==> config.mk <==
export PLATFORM = sky130hd
export DESIGN_NAME = bank_isu_sched
export DESIGN_NICKNAME = d
export VERILOG_FILES = /design/src/rtl/bank_isu_sched.sv
export SDC_FILE = /design/constraint.sdc
export NUM_CORES = 1
export LEC_CHECK = 0
export BUFFER_PORTS_ARGS = -buffer_cell sky130_fd_sc_hd__buf_4
export CAP_MARGIN = 5
export CORE_MARGIN = 5
export CORE_UTILIZATION = 25
export CTS_CLUSTER_DIAMETER = 120
export DETAILED_ROUTE_END_ITERATION = 8
export GPL_ROUTABILITY_DRIVEN = 0
export MAX_ROUTING_LAYER = met4
export REMOVE_ABC_BUFFERS = 1
export SLEW_MARGIN = 10
export SYNTH_ARGS = -nofsm -noshare
export SYNTH_HDL_FRONTEND = slang
export SYNTH_SLANG_ARGS = --single-unit
==> constraint.sdc <==
create_clock -name clk_i -period 4.7 [get_ports clk_i]
set_input_delay 0 -clock clk_i [delete_from_list [all_inputs] [get_ports clk_i]]
set_output_delay 0 -clock clk_i [all_outputs]
set_load 0.03 [all_outputs]
==> src/rtl/bank_isu_sched.sv <==
// bank_isu_sched: per-bank collapsing issue queue that parks requests behind outstanding
// linefills and issues oldest-eligible-first. Define ISU_CREDIT_CHECK_EN for channel credits.
module bank_isu_sched #(
    parameter int unsigned NUM_CH      = 3,
    parameter int unsigned IQ_DEPTH    = 8,
    parameter int unsigned SET_W       = 3,
    parameter int unsigned WAY_W       = 3,
    parameter int unsigned ROB_W       = 3,
    parameter int unsigned CREDIT_INIT = 4,
    parameter int unsigned CREDIT_W    = 3,
    localparam int unsigned CH_W       = (NUM_CH > 1) ? $clog2(NUM_CH) : 1,
    localparam int unsigned CNT_W      = $clog2(IQ_DEPTH + 1)
) (
    input  logic              clk_i,
    input  logic              rst_ni,
    input  logic              req_valid_i,
    output logic              req_ready_o,
    input  logic [CH_W-1:0]   req_ch_id_i,
    input  logic [1:0]        req_opcode_i,
    input  logic [SET_W-1:0]  req_set_i,
    input  logic [WAY_W-1:0]  req_way_i,
    input  logic              req_offset_i,
    input  logic              req_linefill_i,
    input  logic              fill_valid_i,
    input  logic [SET_W-1:0]  fill_set_i,
    input  logic [WAY_W-1:0]  fill_way_i,
    output logic              iss_valid_o,
    input  logic              iss_ready_i,
    output logic [CH_W-1:0]   iss_ch_id_o,
    output logic [1:0]        iss_opcode_o,
    output logic [SET_W-1:0]  iss_set_o,
    output logic [WAY_W-1:0]  iss_way_o,
    output logic              iss_offset_o,
    output logic [ROB_W-1:0]  iss_rob_id_o,
    input  logic [NUM_CH-1:0] credit_ret_i,
    output logic [CNT_W-1:0]  iq_count_o,
    output logic              err_o
);

    localparam int unsigned LINE_W = SET_W + WAY_W;
    localparam int unsigned IDX_W  = $clog2(IQ_DEPTH);

    typedef struct packed {
        logic [CH_W-1:0]  ch;
        logic [1:0]       op;
        logic [SET_W-1:0] set;
        logic [WAY_W-1:0] way;
        logic             off;
        logic [ROB_W-1:0] rob;
        logic             wt;
    } entry_t;

    entry_t                ent_q [IQ_DEPTH];
    entry_t                ent_d [IQ_DEPTH];
    entry_t                ent_w [IQ_DEPTH];
    logic [CNT_W-1:0]      cnt_q, cnt_d;
    logic [(1<<LINE_W)-1:0] inflight_q, inflight_d;
    logic [ROB_W-1:0]      rob_q [NUM_CH];
    logic [ROB_W-1:0]      rob_d [NUM_CH];
    entry_t                iss_q, iss_d;
    logic                  iss_valid_q, iss_valid_d;
    logic                  err_q, err_d;

    logic [LINE_W-1:0]     req_line, fill_line;
    logic [IQ_DEPTH-1:0]   elig;
    logic [NUM_CH-1:0]     ch_has_credit;
    logic [NUM_CH-1:0]     credit_take;
    logic                  credit_err;
    logic                  found, load, enq;
    logic [IDX_W-1:0]      sel;
    entry_t                sel_ent, new_ent;

    assign req_line    = {req_set_i, req_way_i};
    assign fill_line   = {fill_set_i, fill_way_i};
    assign req_ready_o = cnt_q < CNT_W'(IQ_DEPTH);
    assign enq         = req_valid_i & req_ready_o;

`ifdef ISU_CREDIT_CHECK_EN
    logic [CREDIT_W-1:0] credit_q [NUM_CH];
    logic [CREDIT_W-1:0] credit_d [NUM_CH];

    // Returns at the reset level flag an error and saturate instead of wrapping.
    always_comb begin
        credit_err = 1'b0;
        for (int c = 0; c < NUM_CH; c++) begin
            credit_d[c]      = credit_q[c];
            ch_has_credit[c] = credit_q[c] != '0;
            if (credit_ret_i[c] && credit_q[c] == CREDIT_W'(CREDIT_INIT)) credit_err = 1'b1;
            if (credit_take[c] && !credit_ret_i[c]) begin
                credit_d[c] = credit_q[c] - 1'b1;
            end else if (!credit_take[c] && credit_ret_i[c] &&
                         credit_q[c] != CREDIT_W'(CREDIT_INIT)) begin
                credit_d[c] = credit_q[c] + 1'b1;
            end
        end
    end

    always_ff @(posedge clk_i or negedge rst_ni) begin
        if (!rst_ni) begin
            for (int c = 0; c < NUM_CH; c++) credit_q[c] <= CREDIT_W'(CREDIT_INIT);
        end else begin
            for (int c = 0; c < NUM_CH; c++) credit_q[c] <= credit_d[c];
        end
    end
`else
    logic unused_credit;
    assign ch_has_credit = '1;
    assign credit_err    = 1'b0;
    assign unused_credit = ^{credit_ret_i, credit_take, CREDIT_W'(CREDIT_INIT)};
`endif

    always_comb begin
        // Eligibility uses registered wait bits, so a fill wakes an entry one cycle later.
        for (int i = 0; i < IQ_DEPTH; i++) begin
            elig[i] = 1'b0;
            if (CNT_W'(i) < cnt_q && !ent_q[i].wt &&
                (({1'b0, ent_q[i].ch} >= (CH_W+1)'(NUM_CH)) || ch_has_credit[ent_q[i].ch])) begin
                elig[i] = 1'b1;
                for (int j = 0; j < i; j++) begin
                    if ({ent_q[j].set, ent_q[j].way} == {ent_q[i].set, ent_q[i].way}) begin
                        elig[i] = 1'b0;
                    end
                end
            end
        end

        found = 1'b0;
        sel   = '0;
        for (int i = 0; i < IQ_DEPTH; i++) begin
            if (elig[i] && !found) begin
                found = 1'b1;
                sel   = IDX_W'(i);
            end
        end
        sel_ent = ent_q[sel];
        load    = found & (~iss_valid_q | iss_ready_i);

        for (int c = 0; c < NUM_CH; c++) begin
            credit_take[c] = load && (sel_ent.ch == CH_W'(c));
        end

        iss_d       = iss_q;
        iss_valid_d = iss_valid_q & ~iss_ready_i;
        if (load) begin
            iss_d       = sel_ent;
            iss_valid_d = 1'b1;
        end

        new_ent     = '0;
        new_ent.ch  = req_ch_id_i;
        new_ent.op  = req_opcode_i;
        new_ent.set = req_set_i;
        new_ent.way = req_way_i;
        new_ent.off = req_offset_i;
        new_ent.wt  = req_linefill_i |
                      (inflight_q[req_line] & ~(fill_valid_i && fill_line == req_line));
        for (int c = 0; c < NUM_CH; c++) begin
            rob_d[c] = rob_q[c];
            if (req_ch_id_i == CH_W'(c)) begin
                new_ent.rob = rob_q[c];
                if (enq) rob_d[c] = rob_q[c] + 1'b1;
            end
        end

        for (int i = 0; i < IQ_DEPTH; i++) begin
            ent_w[i] = ent_q[i];
            if (fill_valid_i && {ent_q[i].set, ent_q[i].way} == fill_line) ent_w[i].wt = 1'b0;
            ent_d[i] = ent_w[i];
        end
        for (int i = 0; i < IQ_DEPTH - 1; i++) begin
            if (load && IDX_W'(i) >= sel) ent_d[i] = ent_w[i+1];
        end
        if (enq) ent_d[IDX_W'(cnt_q - CNT_W'(load))] = new_ent;
        cnt_d = cnt_q + CNT_W'(enq) - CNT_W'(load);

        inflight_d = inflight_q;
        if (fill_valid_i) inflight_d[fill_line] = 1'b0;
        if (enq && req_linefill_i) inflight_d[req_line] = 1'b1;

        err_d = err_q | credit_err | (enq & req_linefill_i & inflight_q[req_line]) |
                (fill_valid_i & ~inflight_q[fill_line]);
    end

    always_ff @(posedge clk_i or negedge rst_ni) begin
        if (!rst_ni) begin
            for (int i = 0; i < IQ_DEPTH; i++) ent_q[i] <= '0;
            for (int c = 0; c < NUM_CH; c++) rob_q[c] <= '0;
            cnt_q       <= '0;
            inflight_q  <= '0;
            iss_q       <= '0;
            iss_valid_q <= 1'b0;
            err_q       <= 1'b0;
        end else begin
            for (int i = 0; i < IQ_DEPTH; i++) ent_q[i] <= ent_d[i];
            for (int c = 0; c < NUM_CH; c++) rob_q[c] <= rob_d[c];
            cnt_q       <= cnt_d;
            inflight_q  <= inflight_d;
            iss_q       <= iss_d;
            iss_valid_q <= iss_valid_d;
            err_q       <= err_d;
        end
    end

    logic unused_iss_wt;
    assign unused_iss_wt = iss_q.wt;

    assign iss_valid_o  = iss_valid_q;
    assign iss_ch_id_o  = iss_q.ch;
    assign iss_opcode_o = iss_q.op;
    assign iss_set_o    = iss_q.set;
    assign iss_way_o    = iss_q.way;
    assign iss_offset_o = iss_q.off;
    assign iss_rob_id_o = iss_q.rob;
    assign iq_count_o   = cnt_q;
    assign err_o        = err_q;

endmodule
==> results of run 1 <==
==> critical path, stage by stage, from the launching register on <==
cell     delay [ps]
dfrtp_1         770
xor2_1          140
nor4_1          350
a311o_1         220
and2_1          370
nand4_1         250
o21a_2          290
ha_1            190
ha_1            220
xnor2_1         250
or3_1           740
mux2_2          420
==> worst paths after layout <==
check,start,end,cells after the start
setup / recovery,ent_q[97],flip-flop,11
max in group asynchronous,rst_ni,inflight_q[19],3
min in group asynchronous,rst_ni,async pin,2
hold reg to reg,rob_q[8],rob_q[8],1
hold / removal,iss_ready_i,iss_valid_o,4
setup reg to reg,ent_q[97],flip-flop,11
==> layout make-up <==
type                       count  share of cell area (%)
sequential                   213                    32.9
multi-input combinational   1218                    51.4
antenna                        2                  0.0309
clock buffer                  32                    4.00
timing repair buffer          88                    4.47
clock inverter                 7                   0.479
inverter                      32                   0.742
tap                          765                    5.91
==> metal layers <==
layer / GRT usage, % / routed length, um
met1: 19.7 / 20000
met2: 24.2 / 22400
met3: 2.58 / 4260
met4: 6.10 / 2190
met5: - / 0
==> cells in the final DEF, fill, tap and decap left out, types with 51 or more instances in the layout <==
cell     instances
xnor2_1        160
buf_4           69
dfrtp_1        213
xor2_1          72
o22ai_1         51
mux2i_1        139
nor2_1         102
a21oi_1         70
o21ai_0        177
nand2_1        118
==> power breakdown <==
part | leakage [nW] | internal (mW) | switching (mW)
Combinational | 3.48 | 2.63 | 2.96
Sequential | 2.73 | 2.50 | 1.37
Clock | 0.356 | 1.02 | 0.782
Total | 6.57 | 6.15 | 5.11
==> cell families after synthesis <==
| logic type | after synthesis | share of synthesized area (%) |
|---|---|---|
| AOI/OAI and AO/OA | 423 | 17.6 |
| xor gates and xnor gates | 232 | 14.0 |
| adders and majority gates | 12 | 1.09 |
| buffers and inverters | 180 | 6.14 |
| DFF | 213 | 36.8 |
| muxes | 164 | 11.7 |
| and+or+nand+nor | 387 | 12.7 |
==> through the flow <==
| step | cells | setup TNS (ps) | instance area, um2 | hold slack [ps] | utilization (%) |
|---|---|---|---|---|---|
| finish | 2357 | 0 | 16200 | 30.1 | 28.1 |
| global route | 2357 | 0 | 16200 | 54.5 | 28.1 |
| CTS | 2355 | 0 | 16200 | 10.2 | 28.1 |
| detailed placement | 2299 | 0 | 15300 | 153 | 26.5 |
| global placement | 2299 | 0 | 15300 | 144 | 26.5 |
| floorplan | 1463 | -3420 | 13700 | -296 | - |
==> what timing repair did <==
action | in CTS | in global routing
resized for setup | 0 | 0
hold endpoints to repair | 213 | 0
hold buffers | 17 | 0
==> flip-flops by register name, summed over array words and instances (netlist names), named ones only <==
register and cells:
rob_q 9, iss_valid_o 1, iss_rob_id_o 3, iq_count_o 4, iss_set_o 3, iss_way_o 3, iss_offset_o 1, err_o 1
iss_opcode_o 2, iss_ch_id_o 2, inflight_q 64, ent_q 106
==> results by group, run 1 <==
Cells and area
  – Area of the multi-input gates: 8320 um2
  – Ratio of cells with drive above 1 in the final layout: 9.50%
  – Fin nets: 1,613
  – Area Growth Syn to Fin: 11.6%
  – Reg area: 5330 um2
  – Fill cell count: 5,972

Power and ir drop
  – Leak: 6.57 nW
  – Power, Total: 11.3 mW
  – Pwr/cell area: 696 nW/um2
  – VDD IR max: 647 uV

Clocking
  – Clock sink count: 213
  – H-tree levels: 1
  – Worst-path clk slew: 70 ps
  – CTS Buffer Depth: 3
  – Post-CTS Setup Bufs: 0
  – Clock latency at the later pin of the worst-skew pair: 550 ps
  – CTS tree: done
  – CTS Buf Count: 22
  – Clock root cell: clkbuf_16

Critical path
  – Nature of the critical path startpoint: flip-flop
  – Setup CP Type: reg -> reg
  – Worst reg-to-reg setup slack: 370 ps
  – Peak fanout along the critical path: 15
  – Setup crit end kind: flip-flop
  – Worst EP arrival: 4750 ps
  – CP required: 5110 ps

Routing
  – Residual DRC: 0
  – DRT Pass-1 Iters: 6
  – WL per Instance: 20.7 um
  – First DRT Iteration DRCs: 1,320
  – Post-DR vias/cell: 5.34
  – Via count: 12,600
  – WL final: 48,900 um
  – Antenna Nets Post-Route: 0

Floorplanning
  – Die W: 251 um
  – Core area: 57,600 um2
  – Starting Density: 25.2%
  – Die Y: 251 um
  – Die ar.: 62,900 um2
  – Io pins: 47
  – Rows: 88

Global routing
  – Overall Global Routing Usage: 15.3%
  – Number of global-route vias before repair: 12,500
  – Initial antenna violation count: 2
  – Largest net degree at the start of global routing: 114
  – Total gr overflow: 0
  – Global-route wire length before repair: 75,600 um

Placed design
  – Detailed Place HPWL: 31,100 um
  – Place WS: 415 ps
  – Buffers on Ports: 43

Timing
  – Final period util: 92.2%
  – Final Max Slew Viols: 0
  – Slew at the pin with the worst max-slew slack: 1190 ps
  – Final setup vio count: 0
  – Final hold viol count: 0
  – Relative max-transition margin: 20.7%
  – Final worst slack: 365 ps
  – Min Tclk post-route: 4330 ps
  – Fmax: 0.231 GHz
  – RSZ-0062 raised after global routing: false
  – Worst Skew: 29.6 ps

Logic synthesis
  – Share of the synthesized area in the top cell type: 36.8%
  – Count leader, synth: dfrtp_1
  – Cell variety after synth: 64
  – Post-synth top area cell: dfrtp_1
  – Most frequent cells after synthesis: dfrtp_1 (213), o21ai_0 (177), xnor2_1 (160), mux2i_1 (139), nand2_1 (118)
  – Post-Syn Instances: 1,611
  – Dominant cells by area after synthesis: dfrtp_1 (37%), xnor2_1 (9.7%), mux2i_1 (9.6%), o21ai_0 (6.1%), xor2_1 (4.3%)
  – Mapped cell area: 14,500 um2
  – Ys async rst share: 100%
  – EDFF count, synth: 0
  – Total number of yosys warnings: 0
  – Syn Area/Cell: 9.00 um2
  – Top FF cell, synth: dfrtp_1
  – Flops & latches, synth: 213
  – Sequential-to-total area share from yosys stat: 36.8%

Run
  – Max_cap viols: 0

Outcome
  – Outcome: finished clean

Min path
  – HP Class: in -> reg
No activity file was read; power rests on OpenSTA's default activity.
==> inputs of run 2 (changes only) <==
- CTS_BUF_LIST: not set -> sky130_fd_sc_hd__clkbuf_16
==> results by group, run 2 (same netlist as run 1, synthesis figures left out) <==
Outcome
  – Outcome: finished clean

Placed design
  – Placement Cell Area: 15,300 um2
  – Detailed Place HPWL: 31,100 um
  – Buffers on Ports: 43

Power and ir drop
  – Sw Ratio: 45.8%
  – Clk pwr share: 15.1%
  – Combinational power share: 50.2%
  – Leak: 6.55 nW
  – Sequential Power Share: 34.7%
  – VDD IR max: 648 uV
  – Pwr/cell area: 691 nW/um2
  – Internal power: 6.04 mW
  – Switch Pwr: 5.10 mW
  – Power, Total: 11.1 mW

Min path
  – HP Class: in -> reg

Cells and area
  – Area Growth Syn to Fin: 11.2%
  – Area of the multi-input gates: 8320 um2
  – Most frequent cells in the layout: dfrtp_1 (213), o21ai_0 (177), xnor2_1 (160)
  – Fill cell count: 5,983
  – Ratio of cells with drive above 1 in the final layout: 9.12%
  – Largest Register: ent_q
  – Fin nets: 1,613
  – Final core occ: 28.0%
  – Reg area: 5330 um2
  – Design area: 16,100 um2
  – Leading cell type in the layout, fill and taps excluded: dfrtp_1
  – Biggest regs: ent_q (106), inflight_q (64), rob_q (9)
  – Max FFs per register: 106

Global routing
  – Initial antenna violation count: 2
  – Number of global-route vias before repair: 12,500
  – Largest net degree at the start of global routing: 114
  – Overall Global Routing Usage: 15.3%
  – Global-route wire length before repair: 75,600 um
  – Total gr overflow: 0

Timing
  – RSZ-0062 raised after global routing: false
  – Fmax: 0.229 GHz
  – Final period util: 93.1%
  – Final hold viol count: 0
  – Worst Skew: 31.3 ps
  – Slew at the pin with the worst max-slew slack: 1190 ps
  – Min Tclk post-route: 4380 ps
  – Final Max Slew Viols: 0
  – Final setup vio count: 0
  – Relative max-transition margin: 20.3%

Routing
  – Via count: 12,600
  – Antenna Nets Post-Route: 0
  – DRT Pass-1 Iters: 8
  – WL final: 48,900 um
  – First DRT Iteration DRCs: 1,335
  – WL per Instance: 20.7 um
  – Residual DRC: 0
  – Post-DR vias/cell: 5.34

Clocking
  – H-tree levels: 1
  – Post-CTS Setup Bufs: 0
  – Hold_buf cts: 17
  – Clock root cell: clkbuf_16
  – CTS tree: done
  – Clock sink count: 213
  – CTS Buffer Depth: 3
  – Post-CTS Resized: 0
  – Worst-path clk slew: 70 ps
  – Clock latency at the later pin of the worst-skew pair: 550 ps
  – CTS Buf Count: 22

Floorplanning
  – Die Y: 251 um
  – Die W: 251 um
  – Rows: 88
  – Starting Density: 25.2%
  – Core area: 57,600 um2
  – Die ar.: 62,900 um2
  – Io pins: 47

Run
  – Max_cap viols: 0

Critical path
  – Critical path, cell by cell: xor2_1 -> nor4_1 -> a311oi_1 -> a2bb2oi_2 -> nand4_1 -> o21a_2 -> ha_1 -> ha_1 -> xnor2_1 -> or3_1 -> mux2_2
  – Peak fanout along the critical path: 15
  – CP required: 5110 ps
  – Most used cell, CP: ha_1
  – Worst EP arrival: 4790 ps
  – Setup crit end kind: flip-flop
  – Nature of the critical path startpoint: flip-flop
  – Setup CP Type: reg -> reg
  – CP max stage cell: or3_1
  – Max stage delay on crit path: 740 ps
-- run 2: cell types whose count changed in the layout (fill, tap and decap cells not counted) --
cell,delta
clkbuf_8,-6
clkinv_1,+6
clkbuf_1,-4
inv_1,+4
-- run 2: final timing paths --
path / startpoint / endpoint / slack (ps) / cells past startpoint
min in group asynchronous: rst_ni / async pin / 130 / 2
max in group asynchronous: rst_ni / inflight_q[19] / 3470 / 3
worst max register to register: ent_q[115] / flip-flop / 320 / 11
worst max-delay path: ent_q[115] / flip-flop / 320 / 11
worst min register to register: rob_q[8] / rob_q[8] / 470 / 1
worst min-delay path: iss_ready_i / iss_valid_o / 30 / 4
-- run 2: layer usage --
layer,track usage [%],vias up,part of all wire (%)
met5,-,-,0
met2,24.2,622,46
met4,6.10,0,4.4
li1,-,5643,-
met3,2.58,159,8.5
met1,19.7,6155,41
-- run 2: area by class of cell --
| class | instances | share of cell area, % |
|---|---|---|
| well taps | 765 | 5.94 |
| repair buffers | 88 | 4.49 |
| multi-input cells | 1218 | 51.6 |
| clock buffers | 22 | 3.41 |
| clock inverters | 17 | 0.714 |
| flip-flops and latches | 213 | 33.1 |
| inverters | 32 | 0.745 |
| diodes | 2 | 0.0310 |
-- run 2: critical path: cells and delay by family (launching register included) --
| kind | cells | cell delay [ps] |
|---|---|---|
| xor+xnor | 2 | 490 |
| flops | 1 | 600 |
| fa+ha+maj | 2 | 410 |
| compound gates | 3 | 850 |
| mux | 1 | 420 |
| simple gates | 3 | 1450 |
-- run 2: power groups by stage --
stage | Clock (mW) | Sequential [mW] | Combinational, mW
after floorplan | 0 | 3.59 | 4.04
after CTS | 1.72 | 3.84 | 5.58
after detailed placement | 0 | 3.87 | 5.54
final | 1.68 | 3.87 | 5.59
after global placement | 0 | 3.83 | 5.38
after global routing | 1.78 | 3.96 | 6.14
-- run 2: through the flow --
step	instances	hold slack, ps	TNS, ps	setup slack [ps]
final	2357	28.9	0	324
after global routing	2357	54.6	0	26.7
after CTS	2355	10.9	0	382
after detailed placement	2299	153	0	415
after global placement	2299	144	0	543
after floorplan	1463	-296	-3420	-115
==> inputs of run 3 (changes only) <==
- PLACE_DENSITY_LB_ADDON: not set -> 0.2
==> results by group, run 3 (same netlist as run 1, synthesis figures left out) <==
Routing
  – DRT Pass-1 Iters: 5
  – Post-DR vias/cell: 5.22
  – Residual DRC: 0
  – WL per Instance: 23.4 um
  – Via count: 12,500
  – WL final: 55,800 um
  – Antenna Nets Post-Route: 0
  – First DRT Iteration DRCs: 1,284

Timing
  – Hold WS: 53.9 ps
  – Worst Skew: 34.2 ps
  – Min Tclk post-route: 4270 ps
  – Final period util: 90.9%
  – RSZ-0062 raised after global routing: false
  – Final setup vio count: 0
  – Final worst slack: 426 ps
  – Final hold viol count: 0
  – Fmax: 0.234 GHz
  – Setup_tns: 0 ps
  – Final Max Slew Viols: 0
  – Slew at the pin with the worst max-slew slack: 1200 ps
  – Relative max-transition margin: 19.5%

Critical path
  – Setup CP Type: reg -> reg
  – Nature of the critical path startpoint: flip-flop
  – Setup crit end kind: flip-flop
  – Peak fanout along the critical path: 15
  – Worst EP arrival: 4740 ps
  – CP required: 5170 ps

Floorplanning
  – Die Y: 251 um
  – Starting Density: 25.2%
  – Io pins: 47
  – Core area: 57,600 um2
  – Die W: 251 um
  – Die ar.: 62,900 um2
  – Rows: 88

Cells and area
  – Area of the multi-input gates: 8330 um2
  – Fill cell count: 6,090
  – Largest Register: ent_q
  – Ant diodes: 0
  – Area Growth Syn to Fin: 13.9%
  – Most frequent cells in the layout: dfrtp_1 (213), o21ai_0 (177), xnor2_1 (160)
  – Fin nets: 1,640
  – Leading cell type in the layout, fill and taps excluded: dfrtp_1
  – Reg area: 5330 um2
  – Max FFs per register: 106
  – Biggest regs: ent_q (106), inflight_q (64), rob_q (9)
  – Ratio of cells with drive above 1 in the final layout: 10.9%

Power and ir drop
  – VDD IR max: 445 uV
  – Pwr/cell area: 717 nW/um2
  – Leak: 6.76 nW
  – Power, Total: 11.8 mW

Global routing
  – Met2 usage: 26.2%
  – Busiest layer in global routing: met2
  – Largest net degree at the start of global routing: 121
  – Met3 Use GR: 2.47%
  – Overall Global Routing Usage: 17.5%
  – Global-route wire length before repair: 83,100 um
  – Total gr overflow: 0
  – Initial antenna violation count: 0
  – Number of global-route vias before repair: 12,300
  – Met1 GRT Util: 24.8%

Clocking
  – Post-CTS Setup Bufs: 0
  – H-tree levels: 1
  – CTS Buf Count: 27
  – CTS Buffer Depth: 3
  – Clock sink count: 213
  – Clock latency at the later pin of the worst-skew pair: 580 ps
  – CTS tree: done
  – Worst-path clk slew: 60 ps
  – Clock root cell: clkbuf_16

Placed design
  – Place WS: 503 ps
  – Buffers on Ports: 43
  – Detailed Place HPWL: 35,200 um

Run
  – Max_cap viols: 0

Outcome
  – Outcome: finished clean

Min path
  – HP Class: in -> reg
[run 3: area by class of cell]
cell class	count	area share, %
clock inverter	23	1.20
timing repair buffer	110	5.47
sequential	213	32.3
inverter	32	0.727
clock buffer	27	4.09
tap	765	5.80
multi-input combinational	1218	50.4
[run 3: worst paths after layout]
check,from,end,slack (ps),depth (start not counted)
worst max-delay path,ent_q[82],ent_q[55],430,14
worst min-delay path,iss_ready_i,iss_valid_o,50,4
worst min register to register,rob_q[2],rob_q[2],470,1
min in group asynchronous,rst_ni,async pin,90,2
worst max register to register,ent_q[82],ent_q[55],430,14
max in group asynchronous,rst_ni,inflight_q[17],3370,3
[run 3: worst max-delay path: stages (launching register included)]
cell and delay, ps:
dfrtp_1 750, xnor2_1 190, nand4_1 110, nor3_1 430
a2bb2oi_2 380, nand4_1 230, o21a_2 280, ha_1 190
ha_1 220, xor2_1 200, nand2_1 120, nor2_2 50
or3_1 660, o22ai_1 270, nor2_1 60
[run 3: timing repair]
action	CTS	global route
setup endpoints to repair	0	0
hold buffers	18	0
gates resized for setup	0	0
hold endpoints to repair	217	0
[run 3: where the power goes]
| part | switching (mW) | internal (mW) | total, mW |
|---|---|---|---|
| Sequential | 1.35 | 2.50 | 3.85 |
| Combinational | 3.14 | 2.74 | 5.88 |
| Clock | 0.892 | 1.21 | 2.10 |
| Total | 5.38 | 6.45 | 11.8 |
[run 3: per-stage QoR]
step	util [%]	cells	cell area [um2]
6_report	28.7	2388	16500
5_1_grt	28.7	2388	16500
4_1_cts	28.7	2388	16500
3_5_place_dp	26.8	2320	15500
3_3_place_gp	26.8	2320	15500
2_1_floorplan	-	1463	13700
[run 3: per-layer routing]
layer / routed length (um) / vias up
li1: - / 5675
met1: 26000 / 6236
met3: 3570 / 97
met2: 24600 / 448
met5: 0 / -
met4: 1670 / 0
